### src/rtl/alu_iter_pkg.sv
// alu_iter_pkg: shared types for the alu_iter execution unit.
//   opT    - 3-bit op codes (0-3 match the legacy 4-op ALU)
//   stateT - control FSM encoding
//   isShift() - true for the three shift ops
package alu_iter_pkg;

  typedef enum logic [2:0] {
    OP_SRA = 3'b000,
    OP_SRL = 3'b001,
    OP_SUB = 3'b010,
    OP_ADD = 3'b011,
    OP_SLL = 3'b100,
    OP_AND = 3'b101,
    OP_OR  = 3'b110,
    OP_SLT = 3'b111
  } opT;

  typedef enum logic [1:0] {
    IDLE  = 2'd0,
    SHIFT = 2'd1,
    DONE  = 2'd2
  } stateT;

  function automatic logic isShift(input opT op);
    return op inside {OP_SRA, OP_SRL, OP_SLL};
  endfunction

endpackage

### src/rtl/alu_iter_if.sv
// alu_iter_if: request/response bundle of the alu_iter unit.
//   Request : in_valid/in_ready handshake carrying in_a, in_b, in_c (shift amount), op.
//   Response: out_valid/out_ready handshake carrying ans, zero, ovf.
//   master = issue side (drives requests), slave = the ALU.
interface alu_iter_if #(parameter int WIDTH = 32);
  localparam int SHW = $clog2(WIDTH);

  logic             in_valid;
  logic             in_ready;
  logic [WIDTH-1:0] in_a;
  logic [WIDTH-1:0] in_b;
  logic [SHW-1:0]   in_c;
  logic [2:0]       op;
  logic             out_valid;
  logic             out_ready;
  logic [WIDTH-1:0] ans;
  logic             zero;
  logic             ovf;

  modport master (
    output in_valid, in_a, in_b, in_c, op, out_ready,
    input  in_ready, out_valid, ans, zero, ovf
  );

  modport slave (
    input  in_valid, in_a, in_b, in_c, op, out_ready,
    output in_ready, out_valid, ans, zero, ovf
  );
endinterface

### src/rtl/alu_iter_core.sv
// alu_iter_core: single-cycle combinational ops (ADD/SUB/AND/OR/SLT) and
// signed overflow for ADD/SUB. Shift ops yield res=0 here; the top handles them.
//   a, b : operands
//   op   : operation code
//   res  : result, ovf : signed overflow (ADD/SUB only)
module alu_iter_core
  import alu_iter_pkg::*;
#(
  parameter int WIDTH = 32
) (
  input  logic [WIDTH-1:0] a,
  input  logic [WIDTH-1:0] b,
  input  opT               op,
  output logic [WIDTH-1:0] res,
  output logic             ovf
);
  localparam int M = WIDTH - 1;

  logic [WIDTH-1:0] sum;
  logic [WIDTH-1:0] diff;

  always_comb begin
    sum  = a + b;
    diff = a - b;
    res  = '0;
    ovf  = 1'b0;
    case (op)
      OP_ADD: begin
        res = sum;
        ovf = (a[M] == b[M]) && (sum[M] != a[M]);
      end
      OP_SUB: begin
        res = diff;
        ovf = (a[M] != b[M]) && (diff[M] != a[M]);
      end
      OP_AND:  res = a & b;
      OP_OR:   res = a | b;
      OP_SLT:  res = {{(WIDTH-1){1'b0}}, ($signed(a) < $signed(b))};
      default: res = '0;
    endcase
  end
endmodule

### src/rtl/alu_iter.sv
// alu_iter: handshaked multi-cycle ALU, 8 ops, registered ans/zero/ovf.
//   clk, reset_n : clock, async active-low reset
//   bus (slave)  : request (in_valid/in_ready, in_a, in_b, in_c, op) and
//                  response (out_valid/out_ready, ans, zero, ovf)
// Shifts run one bit per cycle (latency C+1) unless ALU_ITER_BARREL_SHIFT_EN
// is defined, in which case a barrel shifter gives latency 1 for every op.
module alu_iter
  import alu_iter_pkg::*;
#(
  parameter int WIDTH = 32
) (
  input  logic     clk,
  input  logic     reset_n,
  alu_iter_if.slave bus
);
  localparam int SHW = $clog2(WIDTH);

  stateT            state, nextState;
  opT               opQ;
  logic [WIDTH-1:0] work;
  logic [SHW-1:0]   cnt;
  logic [WIDTH-1:0] ansQ;
  logic             zeroQ, ovfQ;

  opT               opIn;
  logic [WIDTH-1:0] coreRes, idleRes, stepRes;
  logic             coreOvf, idleOvf, goShift;
  logic             inReady, outValid;

  assign opIn = opT'(bus.op);

  alu_iter_core #(.WIDTH(WIDTH)) uCore (
    .a   (bus.in_a),
    .b   (bus.in_b),
    .op  (opIn),
    .res (coreRes),
    .ovf (coreOvf)
  );

  // One-bit step of the iterative shifter; SRA refills with the msb.
  always_comb begin
    case (opQ)
      OP_SRA:  stepRes = {work[WIDTH-1], work[WIDTH-1:1]};
      OP_SRL:  stepRes = {1'b0, work[WIDTH-1:1]};
      default: stepRes = {work[WIDTH-2:0], 1'b0};
    endcase
  end

`ifdef ALU_ITER_BARREL_SHIFT_EN
  logic [WIDTH-1:0] barrelRes;
  always_comb begin
    case (opIn)
      OP_SRA:  barrelRes = $signed(bus.in_a) >>> bus.in_c;
      OP_SRL:  barrelRes = bus.in_a >> bus.in_c;
      default: barrelRes = bus.in_a << bus.in_c;
    endcase
  end
`endif

  // Result produced directly from IDLE; a zero-length shift is just A.
  always_comb begin
    idleRes = coreRes;
    idleOvf = coreOvf;
    goShift = 1'b0;
    if (isShift(opIn)) begin
      idleOvf = 1'b0;
`ifdef ALU_ITER_BARREL_SHIFT_EN
      idleRes = barrelRes;
`else
      idleRes = bus.in_a;
      goShift = (bus.in_c != '0);
`endif
    end
  end

  always_comb begin
    nextState = state;
    inReady   = 1'b0;
    outValid  = 1'b0;
    case (state)
      IDLE: begin
        inReady = 1'b1;
        if (bus.in_valid) nextState = goShift ? SHIFT : DONE;
      end
      SHIFT: if (cnt == SHW'(1)) nextState = DONE;
      DONE: begin
        outValid = 1'b1;
        if (bus.out_ready) nextState = IDLE;
      end
      default: nextState = IDLE;
    endcase
  end

  always_ff @(posedge clk or negedge reset_n) begin
    if (!reset_n) begin
      state <= IDLE;
      opQ   <= OP_SRA;
      work  <= '0;
      cnt   <= '0;
      ansQ  <= '0;
      zeroQ <= 1'b0;
      ovfQ  <= 1'b0;
    end else begin
      state <= nextState;
      case (state)
        IDLE: if (bus.in_valid) begin
          opQ  <= opIn;
          work <= bus.in_a;
          cnt  <= bus.in_c;
          if (!goShift) begin
            ansQ  <= idleRes;
            zeroQ <= (idleRes == '0);
            ovfQ  <= idleOvf;
          end
        end
        SHIFT: begin
          work <= stepRes;
          cnt  <= cnt - SHW'(1);
          // Last step lands straight in the result register.
          if (cnt == SHW'(1)) begin
            ansQ  <= stepRes;
            zeroQ <= (stepRes == '0);
            ovfQ  <= 1'b0;
          end
        end
        default: ;
      endcase
    end
  end

  assign bus.in_ready  = inReady;
  assign bus.out_valid = outValid;
  assign bus.ans       = ansQ;
  assign bus.zero      = zeroQ;
  assign bus.ovf       = ovfQ;
endmodule
### src/flat_wrapper.sv
// flat-port wrapper written by rule: the top's interface ports become plain ports
module alu_iter_flat import alu_iter_pkg::*;
#(
  parameter int WIDTH = 32
)
  (clk, reset_n, bus_in_valid, bus_in_a, bus_in_b, bus_in_c, bus_op, bus_out_ready, bus_in_ready, bus_out_valid, bus_ans, bus_zero, bus_ovf);
  alu_iter_if #(.WIDTH(WIDTH)) bus_i ();
  input  logic clk;
  input  logic reset_n;
  input wire logic [$bits(bus_i.in_valid)-1:0] bus_in_valid;
  input wire logic [$bits(bus_i.in_a)-1:0] bus_in_a;
  input wire logic [$bits(bus_i.in_b)-1:0] bus_in_b;
  input wire logic [$bits(bus_i.in_c)-1:0] bus_in_c;
  input wire logic [$bits(bus_i.op)-1:0] bus_op;
  input wire logic [$bits(bus_i.out_ready)-1:0] bus_out_ready;
  output wire logic [$bits(bus_i.in_ready)-1:0] bus_in_ready;
  output wire logic [$bits(bus_i.out_valid)-1:0] bus_out_valid;
  output wire logic [$bits(bus_i.ans)-1:0] bus_ans;
  output wire logic [$bits(bus_i.zero)-1:0] bus_zero;
  output wire logic [$bits(bus_i.ovf)-1:0] bus_ovf;
  assign bus_i.in_valid = bus_in_valid;
  assign bus_i.in_a = bus_in_a;
  assign bus_i.in_b = bus_in_b;
  assign bus_i.in_c = bus_in_c;
  assign bus_i.op = bus_op;
  assign bus_i.out_ready = bus_out_ready;
  assign bus_in_ready = bus_i.in_ready;
  assign bus_out_valid = bus_i.out_valid;
  assign bus_ans = bus_i.ans;
  assign bus_zero = bus_i.zero;
  assign bus_ovf = bus_i.ovf;
  alu_iter #(.WIDTH(WIDTH)) u_core (.clk(clk), .reset_n(reset_n), .bus(bus_i));
endmodule
### config.mk
export PLATFORM = sky130hd
export DESIGN_NAME = alu_iter_flat
export DESIGN_NICKNAME = d
export VERILOG_FILES = /design/src/rtl/alu_iter_pkg.sv /design/src/rtl/alu_iter_if.sv /design/src/rtl/alu_iter_core.sv /design/src/rtl/alu_iter.sv /design/src/flat_wrapper.sv
export SDC_FILE = /design/constraint.sdc
export NUM_CORES = 1
export LEC_CHECK = 0
export ABC_AREA = 0
export CORE_ASPECT_RATIO = 0.8
export CORE_MARGIN = 10
export CORE_UTILIZATION = 56
export DETAILED_ROUTE_END_ITERATION = 8
export GPL_ROUTABILITY_DRIVEN = 0
export HOLD_SLACK_MARGIN = 0.12
export PLACE_DENSITY = 0.87
export SETUP_SLACK_MARGIN = 0.05
export SLEW_MARGIN = 20
export SYNTH_ARGS = -nofsm -noshare
export SYNTH_HDL_FRONTEND = slang
export SYNTH_SLANG_ARGS = --single-unit
### constraint.sdc
create_clock -name clk -period 5.01 [get_ports clk]
set_clock_uncertainty 0.15 [all_clocks]
set_input_delay 0.7515 -clock clk [delete_from_list [all_inputs] [get_ports clk]]
set_output_delay 0.7515 -clock clk [all_outputs]
set_load 0.02 [all_outputs]
---- After elaboration in Yosys (flattened, before gate mapping) ----
Cells that the tools add are included.
word-level totals
  word-level logic and storage cells ...... 75
  bits in latches ......................... 0
  input bits .............................. 76
  memories ................................ 0
  ROM bits ................................ 0
  flip-flop bits (word level) ............. 76
  memory bits (writable) .................. 0
operators by class
  add/subtract/negate cells ............... 3
  mux-type cells .......................... 29
  order comparisons ....................... 1
  equality and inequality tests ........... 19
  reduce and logical (&&, ||, !) cells .... 14
  div/mod/pow operators ................... 0
  shift operators ......................... 0
  bitwise gates (word level) .............. 2
  multipliers ............................. 0
operators by type and width
  kind                                                 number
  case mux 32 bit (2 select lines)                     3
  2-to-1 mux 32 bit                                    5
  case mux 32 bit (5 select lines)                     1
  logical NOT 32 bit                                   2
  adder 32 bit                                         1
  AND 32 bit                                           1
  < comparator 32 bit                                  1
  OR 32 bit                                            1
  subtractor 32 bit                                    1
  equality test 3 bit, second input constant           4
  2-to-1 mux 1 bit                                     10
  case mux 5 bit (2 select lines)                      1
  2-to-1 mux 2 bit                                     4
  equality test 3 x 1 -> 1 bit, second input constant  2
  equality test 3 x 2 -> 1 bit, second input constant  2
  logical NOT 3 bit                                    2
  != test 2 bit, second input constant                 3
  case mux 1 bit (2 select lines)                      3
  case mux 2 bit (3 select lines)                      1
  equality test 5 x 1 -> 1 bit, second input constant  1
  2-to-1 mux 5 bit                                     1
  nonzero test 5 bit                                   1
  subtractor 5 x 1 -> 5 bit, second input constant     1
  AND reduction 2 bit                                  2
  other kinds (11)                                     14

---- Longest topological paths before layout ----
  word-level depth ........................ 8
  gate-level depth with buffers ........... 15
  depth with buffers taken out ............ 14

---- Hierarchy ----
From an unflattened synthesis, not the netlist that was laid out.
unflattened totals
  cells, all modules ...................... 1257
  area total of the unflattened synthesis .. 9158.8 um^2
modules (own cells, without submodules)
  module         seq. area each (um^2)  times used  cells each  area each (um^2)
  alu_iter_core  0.0                    1           724         4942.2
  alu_iter       1901.8                 1           533         4216.5

---- Least setup slack after synthesis ----
Ideal clock, no wire load.
  kind .................................... input to register
  from .................................... in bus_in_a[0]
  to ...................................... reg u_core.zeroQ, in the netlist u_core.bus.zero
  library setup time ...................... 0.076 ns
  data required time ...................... 4.784 ns
  slack ................................... 1.409 ns
  buffers on the path ..................... 0
  arrival ................................. 3.375 ns
  stages .................................. 14
  path through ............................ inv_1 > ha_1 > fa_1 > mux2i_1 > xnor2_1 > nor2_1 > a2111oi_1 > nor4bb_1 > o2111ai_1 > a2111oi_2 > nand4bb_1 > nor4b_2 > nand4_1 > o21ai_1
between the ends
  word-level cells in the longest chain between the ends .. 7
  elaborated cells on any way between the ends .. 11
RTL lines
  what                                             line                 source
  start: declaration                               flat_wrapper.sv:11   input wire logic [$bits(bus_i.in_a)-1:0] bus_in_a;
  subtractor 32 bit, or another cell as far along  alu_iter_core.sv:24  diff = a - b;
  case mux 32 bit (5 select lines)                 alu_iter_core.sv:27  case (op)
  2-to-1 mux 32 bit *                              alu_iter.sv:65       if (isShift(opIn)) begin
  logical NOT 32 bit *                             alu_iter.sv:112      zeroQ <= (idleRes == '0);
  2-to-1 mux 1 bit *                               alu_iter.sv:110      if (!goShift) begin
  2-to-1 mux 1 bit *                               alu_iter.sv:106      IDLE: if (bus.in_valid) begin
  case mux 1 bit (2 select lines) *                alu_iter.sv:105      case (state)
  end signal: assignment                           alu_iter.sv:112
  end signal: assignment                           alu_iter.sv:122      zeroQ <= (stepRes == '0);
  end: declaration                                 alu_iter.sv:23       logic zeroQ, ovfQ;
Mark *: on every way between the ends. The rest lies on a longest branch, timed or not. The select of a mux whose other input is x is not followed.
A chain may end at the register's enable or synchronous reset.

---- Worst setup path after layout ----
  from .................................... in bus_in_a[3]
  to ...................................... reg u_core.zeroQ, in the netlist u_core.bus.zero
The elaborated chain is that of the path after synthesis.

==> metrics.md <==
| Metric | Value |
|---|---|
| Status | `complete, but fails checks` |
| Failing checks | `design-rule violations` |
| Final Cycle Share | `between 90% and 100%` |
| Post-route ant nets | `0` |
| Post-Syn Instances | `around 1400` |
| Netlist Area Pre-Place | `0.0103 mm²` |
| Synth area leader | `dfrtp_1` |
| Psw | `2.16 mW` |
| Setup tns final | `0 ns` |
| Hold Buf Count CTS | `0` |
| Final #Nets | `between 1500 and 2000` |
| Clk pwr share | `14.0%` |
| Slew of the pin with the lowest slew margin | `1.05 ns` |
| Achievable Freq | `between 200 and 250 MHz` |
| Core Box Area | `0.0181 mm²` |
| Number of global-route vias before repair | `11200` |
| RSZ-0062 raised after global routing | `false` |
| First-pass GRT wire length | `58500 µm` |
| Skew-Pair Late Insertion Delay | `0.34 ns` |
| Share of the synthesized area in the top cell type | `18.5%` |
| Root Buffer | `clkbuf_16` |
| CTS sink cnt | `76` |
| I/O pin count | `112` |
| Total GRT Usage | `29.8%` |
| Max-slew headroom | `29.2%` |
| Netlist cell types | `95` |
| Ys flop type | `dfrtp_1` |
| Place WS | `between 0.2 and 0.25 ns` |
| Seq pwr share | `27.9%` |
| ANT cells | `0` |
| Fin worst setup slack | `0.458 ns` |
| Ys async rst share | `100%` |
| Register area share after synthesis | `a little under a fifth` |
| Max Root-Sink Buffers | `2` |
| Vias per cell | `6.84` |
| Fin area | `0.0119 mm²` |
| Fin. max-slew vios | `0` |
| Die height | `~140 µm` |
| Initial antenna violation count | `0` |
| Fraction of power consumed by combinational cells | `roughly three fifths` |
| Avg Inst Size Synth | `7.16 µm²` |
| GRT overflow | `0` |
| Multi-input logic area | `0.00758 mm²` |
| Leak | `5.12 nW` |
| Yosys warns | `0` |
| Crit. End Element | `flip-flop` |
| Total of cells resized after clock tree synthesis | `0` |
| Count leader, synth | `nand2_1` |
| Critical Path Start Type | `primary input` |
| Layout fillers | `1555` |
| Register area | `about 0.0019 mm²` |
| Switching Share | `49.6%` |
| Non-Filler Instances | `1741` |
| Hold slack | `about 0.32 ns` |
| Die Wd | `approximately 170 µm` |
| Number of synthesized flops with an enable pin | `0` |
| Largest net degree at the start of global routing | `77` |
| Routed len/inst | `21.7 µm` |
| Peak supply drop | `0.320 mV` |
| Clk slew on worst S/H paths | `0.06 ns` |
| Std cell rows | `between 40 and 50` |
| Dpl cells | `approximately 1700` |
| Worst EP arrival | `4.67 ns` |
| Power Total | `~4.4 mW` |
| Synth-to-Final Area Change | `15.6%` |
| Htree depth | `3` |
| Mapped Nets | `1627` |
| Share of cells above drive strength 1 | `7.35%` |
| Drt drc | `1` |
| Pre-antenna DRT Iters | `9` |
| Post-CTS Setup Inserts | `0` |
| Die ar. | `approximately 0.024 mm²` |
| CP Data Required Time | `5.13 ns` |
| Max-cap violation count | `0` |
| Number of failing hold endpoints at the final stage | `0` |
| Largest fanout on the critical path | `12` |
| Yosys reg bits | `76` |
| TritonCTS clock tree | `yes` |
| Iteration-0 DRC Markers | `2403` |
| TritonCTS Buffers | `9` |
| Final core occ | `65.6%` |
| Vias | `11900` |
| Minimum clock period | `4.55 ns` |
| Cell Area, Placed | `between 0.01 and 0.015 mm²` |
| Starting Density | `56.8%` |
| Detailed Place HPWL | `between 20000 and 30000 µm` |
| Power per cell area | `~370 mW/mm²` |
| WS Path Type | `in -> reg` |
| Final setup vio count | `0` |
| Internal power | `2.20 mW` |
| IO buf count | `111` |
| Commonest cells post-synth | `nand2_1 (202), a21oi_1 (159), o21ai_0 (132)` |
| Synth area leaders | `dfrtp_1 (18%), ha_1 (14%), a21oi_1 (7.7%)` |
| Hold crit path type | `reg -> reg` |
| Routed WL | `37800 µm` |
==> critical path, stage by stage <==
cell	delay, ns
clkdlybuf4s50_1	0.60
inv_1	0.11
ha_1	0.50
nor2b_1	0.12
o21a_1	0.22
o311ai_1	0.29
nand3_1	0.33
a211oi_1	0.53
mux2i_1	0.21
xnor2_1	0.21
a22oi_1	0.18
nor4bb_1	0.34
nand4_1	0.13
o21ai_1	0.14
==> cell usage in the layout (no fill, tap or decap), types with 25 or more instances in the layout <==
cell	count
buf_4	44
nor2_1	94
nand3_1	25
inv_1	105
nor3_1	29
o21ai_0	132
dfrtp_1	76
nand2_1	202
a21oi_1	159
ha_1	113
clkdlybuf4s50_1	110
==> worst paths after layout <==
path / from / cells after the start / slack [ns] / end
min reg2reg: u_core.bus.ans[25] / 2 / 0.32 / u_core.bus.ans[25]
min: u_core.bus.ans[25] / 2 / 0.32 / u_core.bus.ans[25]
max: bus_in_a[3] / 14 / 0.46 / u_core.bus.zero
max in group asynchronous: reset_n / 1 / 3.67 / u_core.work[6]
min in group asynchronous: reset_n / 1 / 0.41 / u_core.work[27]
max reg2reg: u_core.state[0] / 12 / 1.45 / u_core.bus.zero
==> power by group through the flow <==
stage,sequential (mW),combinational [mW],clock [mW]
finish,1.22,2.53,0.610
floorplan,1.25,1.49,0
CTS,1.20,2.47,0.612
detailed placement,1.20,2.46,0
global placement,1.19,2.40,0
global route,1.24,2.74,0.644
==> layer usage <==
metal | vias up | track usage [%] | part of all wire, %
li1 | 5326 | - | -
met1 | 5376 | 37.6 | 37
met2 | 980 | 43.5 | 41
met3 | 233 | 9.68 | 15
met4 | 0 | 16.9 | 6.9
met5 | - | 0 | 0
==> cell families (layout without fill, tap and decap cells) <==
family	count (synthesis)	after routing	share of synthesized area (%)
AO/OA/AOI/OAI	546	546	35.0
AND/OR/NAND/NOR	461	461	20.9
buffers and inverters	203	278	8.12
adder cells (fa/ha/maj)	115	115	14.1
flip-flops	76	76	18.5
multiplexers	23	23	2.32
XOR/XNOR	12	12	1.02
==> registers in the layout, indices dropped and copies added, names as in the netlist <==
signal	cells
u_core.work	32
u_core.cnt	5
u_core.state	2
u_core.bus.ovf	1
u_core.bus.ans	32
u_core.opQ	3
u_core.bus.zero	1
==> area by class of cell <==
class | instances | share of cell area [%]
inverter | 108 | 3.41
timing repair buffer | 154 | 12.0
tap | 230 | 2.42
clock buffer | 11 | 2.04
multi-input combinational | 1157 | 63.8
clock inverter | 5 | 0.305
sequential | 76 | 16.0
Power figures use the tool's default switching activity.
